<file path="src/rtl/mem_port_arbiter_if.sv">
// Bundle of requester and memory-side signals around the shared memory port.
// The arbiter takes the slave view; the requesters plus memory take the master view.
interface mem_port_arbiter_if #(
  parameter int ADDR_WIDTH = 32,
  parameter int DATA_WIDTH = 32
);
  logic                  req0;
  logic                  req1;
  logic [ADDR_WIDTH-1:0] addr0;
  logic [ADDR_WIDTH-1:0] addr1;
  logic [DATA_WIDTH-1:0] wdata0;
  logic [DATA_WIDTH-1:0] wdata1;
  logic                  we0;
  logic                  we1;
  logic                  mem_ack;
  logic [DATA_WIDTH-1:0] mem_rdata;

  logic                  mem_req;
  logic [ADDR_WIDTH-1:0] mem_addr;
  logic [DATA_WIDTH-1:0] mem_wdata;
  logic                  mem_we;
  logic                  sel;
  logic                  gnt0;
  logic                  gnt1;
  logic                  done0;
  logic                  done1;
  logic                  err;
  logic [DATA_WIDTH-1:0] rdata;

  modport slave (
    input  req0, req1, addr0, addr1, wdata0, wdata1, we0, we1, mem_ack, mem_rdata,
    output mem_req, mem_addr, mem_wdata, mem_we, sel, gnt0, gnt1, done0, done1, err, rdata
  );

  modport master (
    output req0, req1, addr0, addr1, wdata0, wdata1, we0, we1, mem_ack, mem_rdata,
    input  mem_req, mem_addr, mem_wdata, mem_we, sel, gnt0, gnt1, done0, done1, err, rdata
  );
endinterface

</file>
<file path="src/rtl/mem_port_arbiter.sv">
// Round-robin owner of the single memory port shared by instruction fetch (0) and
// load/store (1); holds the grant for a whole transaction and aborts on watchdog expiry.
module mem_port_arbiter #(
  parameter int ADDR_WIDTH = 32,
  parameter int DATA_WIDTH = 32,
  parameter int TIMEOUT    = 16
) (
  input  logic              clk,
  input  logic              reset,
  mem_port_arbiter_if.slave bus
);

  localparam int                CNT_W    = (TIMEOUT > 1) ? $clog2(TIMEOUT) : 1;
  localparam logic [CNT_W-1:0]  CNT_LAST = CNT_W'(TIMEOUT - 1);

  typedef enum logic {IDLE, BUSY} state_t;

  state_t                state_q, state_d;
  logic [CNT_W-1:0]      cnt_q, cnt_d;
  logic                  last_q, last_d;
  logic                  mem_req_q, mem_req_d;
  logic [ADDR_WIDTH-1:0] mem_addr_q, mem_addr_d;
  logic [DATA_WIDTH-1:0] mem_wdata_q, mem_wdata_d;
  logic                  mem_we_q, mem_we_d;
  logic                  sel_q, sel_d;
  logic                  gnt0_q, gnt0_d;
  logic                  gnt1_q, gnt1_d;
  logic                  done0_q, done0_d;
  logic                  done1_q, done1_d;
  logic                  err_q, err_d;
  logic [DATA_WIDTH-1:0] rdata_q, rdata_d;
  logic                  winner;

  // NOTE: every signal assigned in this block gets a default first, so no path
  // leaves a value unassigned and no latch is inferred.
  always_comb begin
    state_d     = state_q;
    cnt_d       = cnt_q;
    last_d      = last_q;
    mem_req_d   = mem_req_q;
    mem_addr_d  = mem_addr_q;
    mem_wdata_d = mem_wdata_q;
    mem_we_d    = mem_we_q;
    sel_d       = sel_q;
    gnt0_d      = gnt0_q;
    gnt1_d      = gnt1_q;
    done0_d     = 1'b0;
    done1_d     = 1'b0;
    err_d       = 1'b0;
    rdata_d     = rdata_q;
    winner      = 1'b0;

    case (state_q)
      IDLE: begin
        if (bus.req0 || bus.req1) begin
          // On a tie the requester that did not own the previous transaction wins.
          winner      = (bus.req0 && bus.req1) ? ~last_q : bus.req1;
          state_d     = BUSY;
          sel_d       = winner;
          gnt0_d      = ~winner;
          gnt1_d      = winner;
          mem_req_d   = 1'b1;
          mem_addr_d  = winner ? bus.addr1  : bus.addr0;
          mem_wdata_d = winner ? bus.wdata1 : bus.wdata0;
          mem_we_d    = winner ? bus.we1    : bus.we0;
          cnt_d       = '0;
        end
      end

      BUSY: begin
        // An ack arriving on the last watchdog cycle still completes normally.
        if (bus.mem_ack || (cnt_q == CNT_LAST)) begin
          state_d   = IDLE;
          done0_d   = ~sel_q;
          done1_d   = sel_q;
          err_d     = ~bus.mem_ack;
          rdata_d   = bus.mem_ack ? bus.mem_rdata : '0;
          gnt0_d    = 1'b0;
          gnt1_d    = 1'b0;
          mem_req_d = 1'b0;
          mem_we_d  = 1'b0;
          last_d    = sel_q;
        end else begin
          cnt_d = cnt_q + 1'b1;
        end
      end

      default: state_d = IDLE;
    endcase
  end

  // NOTE: sequential state uses non-blocking assignments so every register
  // samples the pre-edge values of the others.
  always_ff @(posedge clk) begin
    if (reset) begin
      state_q     <= IDLE;
      cnt_q       <= '0;
      last_q      <= 1'b1;
      mem_req_q   <= 1'b0;
      mem_addr_q  <= '0;
      mem_wdata_q <= '0;
      mem_we_q    <= 1'b0;
      sel_q       <= 1'b0;
      gnt0_q      <= 1'b0;
      gnt1_q      <= 1'b0;
      done0_q     <= 1'b0;
      done1_q     <= 1'b0;
      err_q       <= 1'b0;
      rdata_q     <= '0;
    end else begin
      state_q     <= state_d;
      cnt_q       <= cnt_d;
      last_q      <= last_d;
      mem_req_q   <= mem_req_d;
      mem_addr_q  <= mem_addr_d;
      mem_wdata_q <= mem_wdata_d;
      mem_we_q    <= mem_we_d;
      sel_q       <= sel_d;
      gnt0_q      <= gnt0_d;
      gnt1_q      <= gnt1_d;
      done0_q     <= done0_d;
      done1_q     <= done1_d;
      err_q       <= err_d;
      rdata_q     <= rdata_d;
    end
  end

  assign bus.mem_req   = mem_req_q;
  assign bus.mem_addr  = mem_addr_q;
  assign bus.mem_wdata = mem_wdata_q;
  assign bus.mem_we    = mem_we_q;
  assign bus.sel       = sel_q;
  assign bus.gnt0      = gnt0_q;
  assign bus.gnt1      = gnt1_q;
  assign bus.done0     = done0_q;
  assign bus.done1     = done1_q;
  assign bus.err       = err_q;
  assign bus.rdata     = rdata_q;

endmodule

</file>
<file path="src/flat_wrapper.sv">
// flat-port wrapper written by rule: the top's interface ports become plain ports
module mem_port_arbiter_flat 
#(
  parameter int ADDR_WIDTH = 32,
  parameter int DATA_WIDTH = 32,
  parameter int TIMEOUT    = 16
)
  (clk, reset, bus_req0, bus_req1, bus_addr0, bus_addr1, bus_wdata0, bus_wdata1, bus_we0, bus_we1, bus_mem_ack, bus_mem_rdata, bus_mem_req, bus_mem_addr, bus_mem_wdata, bus_mem_we, bus_sel, bus_gnt0, bus_gnt1, bus_done0, bus_done1, bus_err, bus_rdata);
  mem_port_arbiter_if #(.ADDR_WIDTH(ADDR_WIDTH), .DATA_WIDTH(DATA_WIDTH)) bus_i ();
  input  logic clk;
  input  logic reset;
  input wire logic [$bits(bus_i.req0)-1:0] bus_req0;
  input wire logic [$bits(bus_i.req1)-1:0] bus_req1;
  input wire logic [$bits(bus_i.addr0)-1:0] bus_addr0;
  input wire logic [$bits(bus_i.addr1)-1:0] bus_addr1;
  input wire logic [$bits(bus_i.wdata0)-1:0] bus_wdata0;
  input wire logic [$bits(bus_i.wdata1)-1:0] bus_wdata1;
  input wire logic [$bits(bus_i.we0)-1:0] bus_we0;
  input wire logic [$bits(bus_i.we1)-1:0] bus_we1;
  input wire logic [$bits(bus_i.mem_ack)-1:0] bus_mem_ack;
  input wire logic [$bits(bus_i.mem_rdata)-1:0] bus_mem_rdata;
  output wire logic [$bits(bus_i.mem_req)-1:0] bus_mem_req;
  output wire logic [$bits(bus_i.mem_addr)-1:0] bus_mem_addr;
  output wire logic [$bits(bus_i.mem_wdata)-1:0] bus_mem_wdata;
  output wire logic [$bits(bus_i.mem_we)-1:0] bus_mem_we;
  output wire logic [$bits(bus_i.sel)-1:0] bus_sel;
  output wire logic [$bits(bus_i.gnt0)-1:0] bus_gnt0;
  output wire logic [$bits(bus_i.gnt1)-1:0] bus_gnt1;
  output wire logic [$bits(bus_i.done0)-1:0] bus_done0;
  output wire logic [$bits(bus_i.done1)-1:0] bus_done1;
  output wire logic [$bits(bus_i.err)-1:0] bus_err;
  output wire logic [$bits(bus_i.rdata)-1:0] bus_rdata;
  assign bus_i.req0 = bus_req0;
  assign bus_i.req1 = bus_req1;
  assign bus_i.addr0 = bus_addr0;
  assign bus_i.addr1 = bus_addr1;
  assign bus_i.wdata0 = bus_wdata0;
  assign bus_i.wdata1 = bus_wdata1;
  assign bus_i.we0 = bus_we0;
  assign bus_i.we1 = bus_we1;
  assign bus_i.mem_ack = bus_mem_ack;
  assign bus_i.mem_rdata = bus_mem_rdata;
  assign bus_mem_req = bus_i.mem_req;
  assign bus_mem_addr = bus_i.mem_addr;
  assign bus_mem_wdata = bus_i.mem_wdata;
  assign bus_mem_we = bus_i.mem_we;
  assign bus_sel = bus_i.sel;
  assign bus_gnt0 = bus_i.gnt0;
  assign bus_gnt1 = bus_i.gnt1;
  assign bus_done0 = bus_i.done0;
  assign bus_done1 = bus_i.done1;
  assign bus_err = bus_i.err;
  assign bus_rdata = bus_i.rdata;
  mem_port_arbiter #(.ADDR_WIDTH(ADDR_WIDTH), .DATA_WIDTH(DATA_WIDTH), .TIMEOUT(TIMEOUT)) u_core (.clk(clk), .reset(reset), .bus(bus_i));
endmodule
</file>
<file path="config.mk">
export PLATFORM = sky130hd
export DESIGN_NAME = mem_port_arbiter_flat
export DESIGN_NICKNAME = d
export VERILOG_FILES = /design/src/rtl/mem_port_arbiter_if.sv /design/src/rtl/mem_port_arbiter.sv /design/src/flat_wrapper.sv
export SDC_FILE = /design/constraint.sdc
export NUM_CORES = 1
export LEC_CHECK = 0
export BUFFER_PORTS_ARGS = -buffer_cell sky130_fd_sc_hd__buf_2
export CAP_MARGIN = 20
export CORE_AREA = 2 2 104 106
export CTS_BUF_LIST = sky130_fd_sc_hd__clkbuf_4
export CTS_CLUSTER_DIAMETER = 30
export DETAILED_ROUTE_END_ITERATION = 12
export DIE_AREA = 0 0 106 108
export HOLD_SLACK_MARGIN = 0.12
export PLACE_DENSITY = 0.78
export SLEW_MARGIN = 20
export SYNTH_ARGS = -nofsm -noshare
export SYNTH_HDL_FRONTEND = slang
export SYNTH_SLANG_ARGS = --single-unit
</file>
<file path="constraint.sdc">
create_clock -name clk -period 4.1 [get_ports clk]
set_input_delay 0.82 -clock clk [delete_from_list [all_inputs] [get_ports clk]]
set_output_delay 0.82 -clock clk [all_outputs]
set_load 0.1 [all_outputs]
</file>
==> results of run 1 <==
-- final timing paths --
kind / start / to / slack, ps
min: u_core.bus.mem_req / u_core.bus.mem_req / 490
max reg2reg: u_core.state_q / u_core.bus.mem_addr[5] / 2130
min reg2reg: u_core.bus.mem_req / u_core.bus.mem_req / 490
max: u_core.bus.sel / bus_sel / 2010
-- kinds of logic after synthesis --
kind of cell | share of synthesized area (%)
mux | 15.0
fa+ha+maj | 0.293
flops | 51.5
compound gates | 26.0
buf+inv | 4.80
simple gates | 2.40
-- state kept, by name, summed over array words and instances (netlist names) --
register	count
u_core.bus.done0	1
u_core.bus.done1	1
u_core.bus.err	1
u_core.bus.gnt0	1
u_core.bus.gnt1	1
u_core.bus.mem_addr	32
u_core.bus.mem_req	1
u_core.bus.mem_wdata	32
u_core.bus.mem_we	1
u_core.bus.rdata	32
u_core.bus.sel	1
u_core.cnt_q	4
u_core.last_q	1
u_core.state_q	1
-- layout make-up --
cell class / instances / area, sq um
sequential: 110 / 2200
fill: 942 / 4460
clock buffer: 9 / 67.6
timing repair buffer: 275 / 1390
inverter: 2 / 7.51
multi-input combinational: 266 / 1870
tap: 136 / 170
clock inverter: 7 / 63.8
-- through the flow --
step           hold WS (ps)  setup WS, ps
6_report                491          2010
5_1_grt                 511          1910
4_1_cts                 494          1980
3_5_place_dp            451          1710
3_3_place_gp            445          1780
2_1_floorplan           486          2330
-- report_power, final --
part           internal, W  switching (W)
Sequential         0.00116      0.0000431
Combinational     0.000201       0.000810
Clock             0.000139       0.000381
-- cells in the final DEF, fill, tap and decap left out, drive strengths merged, types with 2 or more instances in the layout --
cell      synthesis  routed
clkbuf           18       9
nand3             2       2
a31o              4       4
o21ai            63      63
o211ai            3       3
nor3              3       3
nand2             2       2
a31oi             2       2
inv               2       6
clkinvlp          0       2
nand2b            4       4
a21oi            68      68
mux2i            64      64
a211oi            2       2
a22o             32      32
buf              19     275
dfxtp           110     110
nor2              3       3
-- layer usage --
layer / track usage, % / wire, um / vias to the layer above / part of all wire, %
li1: - / - / 2038 / -
met1: 22.3 / 4740 / 1825 / 41
met2: 34.5 / 5800 / 179 / 50
met3: 5.61 / 958 / 12 / 8.2
met4: 6.11 / 140 / 0 / 1.2
met5: 0 / 0 / - / 0
==> run_results.csv, run 1 <==
group,metric,value,unit
place,dp_hpwl,8640,um
routing,drtPass1Iterations,4,
clock_tree,cts_setup_buffers,0,
clock_tree,hold_buffers,0,
clock_tree,cts_buffers,9,
setup_path,cp-end-kind,"output port",
timing,finalHoldViolCount,0,
yosys,synth_cell_types,36,
clock_tree,clk_pin_slew,190,ps
setup_path,path_delay_family,"buffers and inverters",
yosys,synthTopCellsByCount,"dfxtp_1 (110), a21oi_1 (67), mux2i_1 (64)",
layout,fin_util,56.4,%
setup_path,crit_required,3280,ps
yosys,seq_area_frac_synth,51.5,%
floorplanning,dieArea,11400,sq um
setup_path,cpMaxStageDelayCell,"buf_2",
floorplanning,die_w,106,um
timing,slew_viol_final,0,
yosys,avgSynthCellArea,10.3,sq um
setup_path,crit_fanout,4,
timing,final-setup-viol-count,0,
place,dp_cells,789,
power,power_per_cell_area,473,nW/um^2
place,port_buffers,270,
grt,first_global_vias,3870,
timing,rsz0062_at_grt,"false",
clock_tree,cts_root_buffer,"clkbuf_4",
clock_tree,cts_tree,"done",
setup_path,critical_path_buf_inv_count,1,
power,p_leak,2.81,nW
floorplanning,die_h,108,um
place,place_congestion,0.801,
yosys,synth_top_area_share,51.5,%
routing,wire_per_inst,14.5,um
layout,nets,832,
clock_tree,cts.repair.resized,0,
setup_path,cp_num_cells,1,
clock_tree,insertion_delay,440,ps
min_path,holdCritPathClass,"flip-flop to flip-flop",
timing,skew,25.3,ps
setup_path,rr_worst_depth,4,
yosys,syn_area,4270,sq um
power,total_power,0.00273,W
setup_path,worstPathCellList,"buf_2",
yosys,ys_async_sr_fraction,0,%
grt,grt_util_all_layers,19.3,%
power,ir_drop,0.217,mV
grt,overflow,0,
layout,design_area,5770,sq um
clock_tree,htree_levels,3,
timing,finalSetupTns,0,ps
routing,via_per_inst,5.04,
yosys,synth-main-ff-cell,"dfxtp_1",
routing,drtIter0Drc,142,
routing,wirelength,11600,um
routing,num_vias,4054,
timing,worstMarginPinSlew,870,ps
timing,finalCriticalPeriod,2090,ps
yosys,synth_top_cells_by_area,"dfxtp_1 (52%), mux2i_1 (15%), a21oi_1 (7.8%)",
grt,grt_start_max_net_pins,67,
clock_tree,cts_buffer_depth,2,
layout,drive_gt1_share,44.8,%
timing,maxSlewHeadroom,41.9,%
setup_path,worstSetupStartpointType,"flip-flop",
timing,fmax,479,MHz
setup_path,criticalPathCategory,"flip-flop to output port",
routing,drc_errors,0,
grt,grt_pass1_wl,17900,um
min_path,hold_depth,1,
grt,antenna_found_initial,0,
clock_tree,cts_sinks,110,
run_status,status,"completed",
yosys,netlist_instances,415,
floorplanning,core_area,10200,sq um
floorplanning,core.rowCount,37,
yosys,synth_area_leader_cell,"dfxtp_1",
setup_path,max_stage_delay,450,ps
run,maxCapViolCount,0,
layout,area_growth,35.1,%
yosys,synth_warnings,0,
yosys,ys_seq_elements,110,
floorplanning,io_pins,271,
yosys,yosys.cell_count.top_type,"dfxtp_1",
yosys,synth_nets,583,
place,placed_cell_area,5640,sq um
layout,layout.cells.non_filler,805,
layout,diodes,0,
timing,timing.final.crit_share,50.9,%
setup_path,arrival,1270,ps
yosys,synth_edf_count,0,
routing,postRouteAntennaNets,0,
floorplanning,start_util,41.8,%
(Power assumes the default switching activity.)
==> run 2, diff against run 1 <==
- ABC_AREA: not set -> 1
- CORE_AREA: 2 2 104 106 -> 2 2 109 111
- DIE_AREA: 0 0 106 108 -> 0 0 111 113
- clock period: 4.1 -> 1.7 ns (I/O delays scaled with it)
==> run 2 against run 1 <==
Effect of this change: first-iteration DRC count rose to 4.2 times the previous value; die area increased by 9.6%; clock power rose to 3.1 times the previous value; clock-buffer cell count grew 1; register-to-register slack worse by 2000 ps; routed wire length rose by 46%; via count grew 43%; design area rose by 25%; critical path type unchanged; largest cell class is now non-clock buffers.
==> run_results.csv, run 2 <==
group,metric,value,unit
grt,antenna_found_initial,2,
floorplanning,die_h,113,um
floorplanning,core.rowCount,39,
clock_tree,cts_sinks,110,
power,p_leak,3.78,nW
timing,slew_viol_final,0,
clock_tree,cts_tree,"done",
layout,register_area,2200,sq um
yosys,synth-main-ff-cell,"dfxtp_1",
clock_tree,cts_buffer_depth,2,
timing,finalHoldViolCount,0,
routing,via_per_inst,5.09,
yosys,synth_cell_types,19,
routing,drtIter0Drc,593,
setup_path,path_delay_family,"buffers and inverters",
timing,maxSlewHeadroom,65.0,%
yosys,yosys.cell_count.top_type,"nand2_1",
setup_path,cp-end-kind,"output port",
yosys,avgSynthCellArea,7.10,sq um
layout,multi_input_area,2060,sq um
place,place_congestion,0.821,
setup_path,r2r_slack,180,ps
setup_path,critical_path_buf_inv_count,1,
routing,wire_per_inst,15.0,um
timing,worstMarginPinSlew,529,ps
yosys,netlist_instances,644,
place,port_buffers,270,
grt,overflow,0,
layout,fin_util,64.1,%
routing,drtPass1Iterations,5,
timing,skew,13.2,ps
setup_path,criticalPathCategory,"flip-flop to output port",
power,total_power,0.00735,W
yosys,synth_top_cells_by_area,"dfxtp_1 (48%), nand2_1 (15%), nand3_1 (8.2%)",
yosys,seq_area_frac_synth,48.2,%
setup_path,crit_fanout,2,
floorplanning,core_area,11300,sq um
setup_path,crit_required,1360,ps
timing,fmax,612,MHz
grt,first_global_vias,5517,
setup_path,cpMaxStageDelayCell,"buf_2",
grt,grt_start_max_net_pins,84,
layout,layout_common_cells,"buf_2 (258), nand2_1 (177), dfxtp_1 (110)",
clock_tree,cts_buffers,9,
setup_path,worstPathCellList,"buf_2",
place,post-place-ws,150,ps
clock_tree,htree_levels,3,
layout,nets,1152,
routing,postRouteAntennaNets,0,
clock_tree,insertion_delay,450,ps
timing,timing.final.crit_share,96.1,%
routing,wirelength,17000,um
power,power_per_cell_area,1020,nW/um^2
floorplanning,die_w,111,um
yosys,synth_nets,812,
clock_tree,clk_pin_slew,170,ps
grt,grt_util_all_layers,25.8,%
yosys,ys_async_sr_fraction,0,%
clock_tree,cts_root_buffer,"clkbuf_4",
layout,drive_gt1_share,30.6,%
run_status,status,"completed",
timing,final-setup-viol-count,0,
timing,finalCriticalPeriod,1630,ps
setup_path,max_stage_delay,440,ps
grt,grt_pass1_wl,26300,um
routing,num_vias,5782,
place,dp_hpwl,10200,um
run,maxCapViolCount,0,
layout,n_fill_cell,886,
min_path,holdCritPathClass,"primary input to flip-flop",
yosys,synth_warnings,0,
timing,finalSetupTns,0,ps
floorplanning,start_util,40.5,%
yosys,ys_seq_elements,110,
yosys,synth_edf_count,0,
floorplanning,dieArea,12500,sq um
setup_path,rr_worst_depth,6,
timing,setup_ws,66.6,ps
yosys,synthTopCellsByCount,"nand2_1 (178), dfxtp_1 (110), nand3_1 (75)",
yosys,synth_top_area_share,48.2,%
layout,area_growth,58.0,%
yosys,synth_area_leader_cell,"dfxtp_1",
setup_path,worstSetupStartpointType,"flip-flop",
routing,drc_errors,0,
layout,layout_commonest_cell,"buf_2",
floorplanning,io_pins,271,
timing,hold_slack,167,ps
setup_path,cp_num_cells,1,
yosys,syn_area,4570,sq um
setup_path,arrival,1290,ps
min_path,hold_depth,5,
power,ir_drop,0.682,mV
[run 2: area by class of cell]
| cell class | count | area share (%) |
|---|---|---|
| multi-input combinational | 470 | 28.5 |
| sequential | 110 | 30.5 |
| antenna | 3 | 0.104 |
| inverter | 14 | 0.762 |
| clock inverter | 6 | 1.52 |
| tap | 143 | 2.48 |
| timing repair buffer | 379 | 35.1 |
| clock buffer | 10 | 1.04 |
[run 2: power breakdown]
part	total (W)	switching, W	internal [W]
Sequential	0.00290	0.000109	0.00279
Clock	0.00161	0.000850	0.000760
Combinational	0.00284	0.00217	0.000673
[run 2: repair_timing]
| item | CTS | global route |
|---|---|---|
| setup endpoints to repair | 1 | 43 |
| hold buffers | 96 | 1 |
| hold endpoints to repair | 101 | 1 |
| resized for setup | 1 | 12 |
| setup buffers | 0 | 0 |
[run 2: kinds of logic (layout without fill, tap and decap cells)]
| family | Yosys count | in the layout | synth area share [%] |
|---|---|---|---|
| fa+ha+maj | 1 | 1 | 0.274 |
| buf+inv | 64 | 409 | 6.79 |
| compound gates | 137 | 137 | 15.0 |
| other cells | 0 | 3 | 0 |
| simple gates | 332 | 332 | 29.8 |
| flops | 110 | 110 | 48.2 |
[run 2: metrics by stage]
stage / instances / area [sq um]
2_1_floorplan: 644 / 4570
3_3_place_gp: 1019 / 6030
3_5_place_dp: 1019 / 6030
4_1_cts: 1131 / 7170
5_1_grt: 1135 / 7220
6_report: 1135 / 7220
[run 2: final timing paths]
check	from	endpoint
setup / recovery	u_core.bus.mem_addr[6]	bus_mem_addr[6]
hold / removal	bus_addr0[26]	u_core.bus.mem_addr[26]
setup reg to reg	u_core.state_q	u_core.bus.mem_wdata[21]
hold reg to reg	u_core.bus.rdata[6]	u_core.bus.rdata[6]
[run 2: per-layer routing]
layer	share of wire (%)	vias up	routed length (um)	global-route usage (%)
li1	-	2792	-	-
met1	37	2564	6230	27.1
met2	50	355	8490	46.5
met3	9.9	71	1680	9.86
met4	3.7	0	625	10.7
met5	0	-	0	0
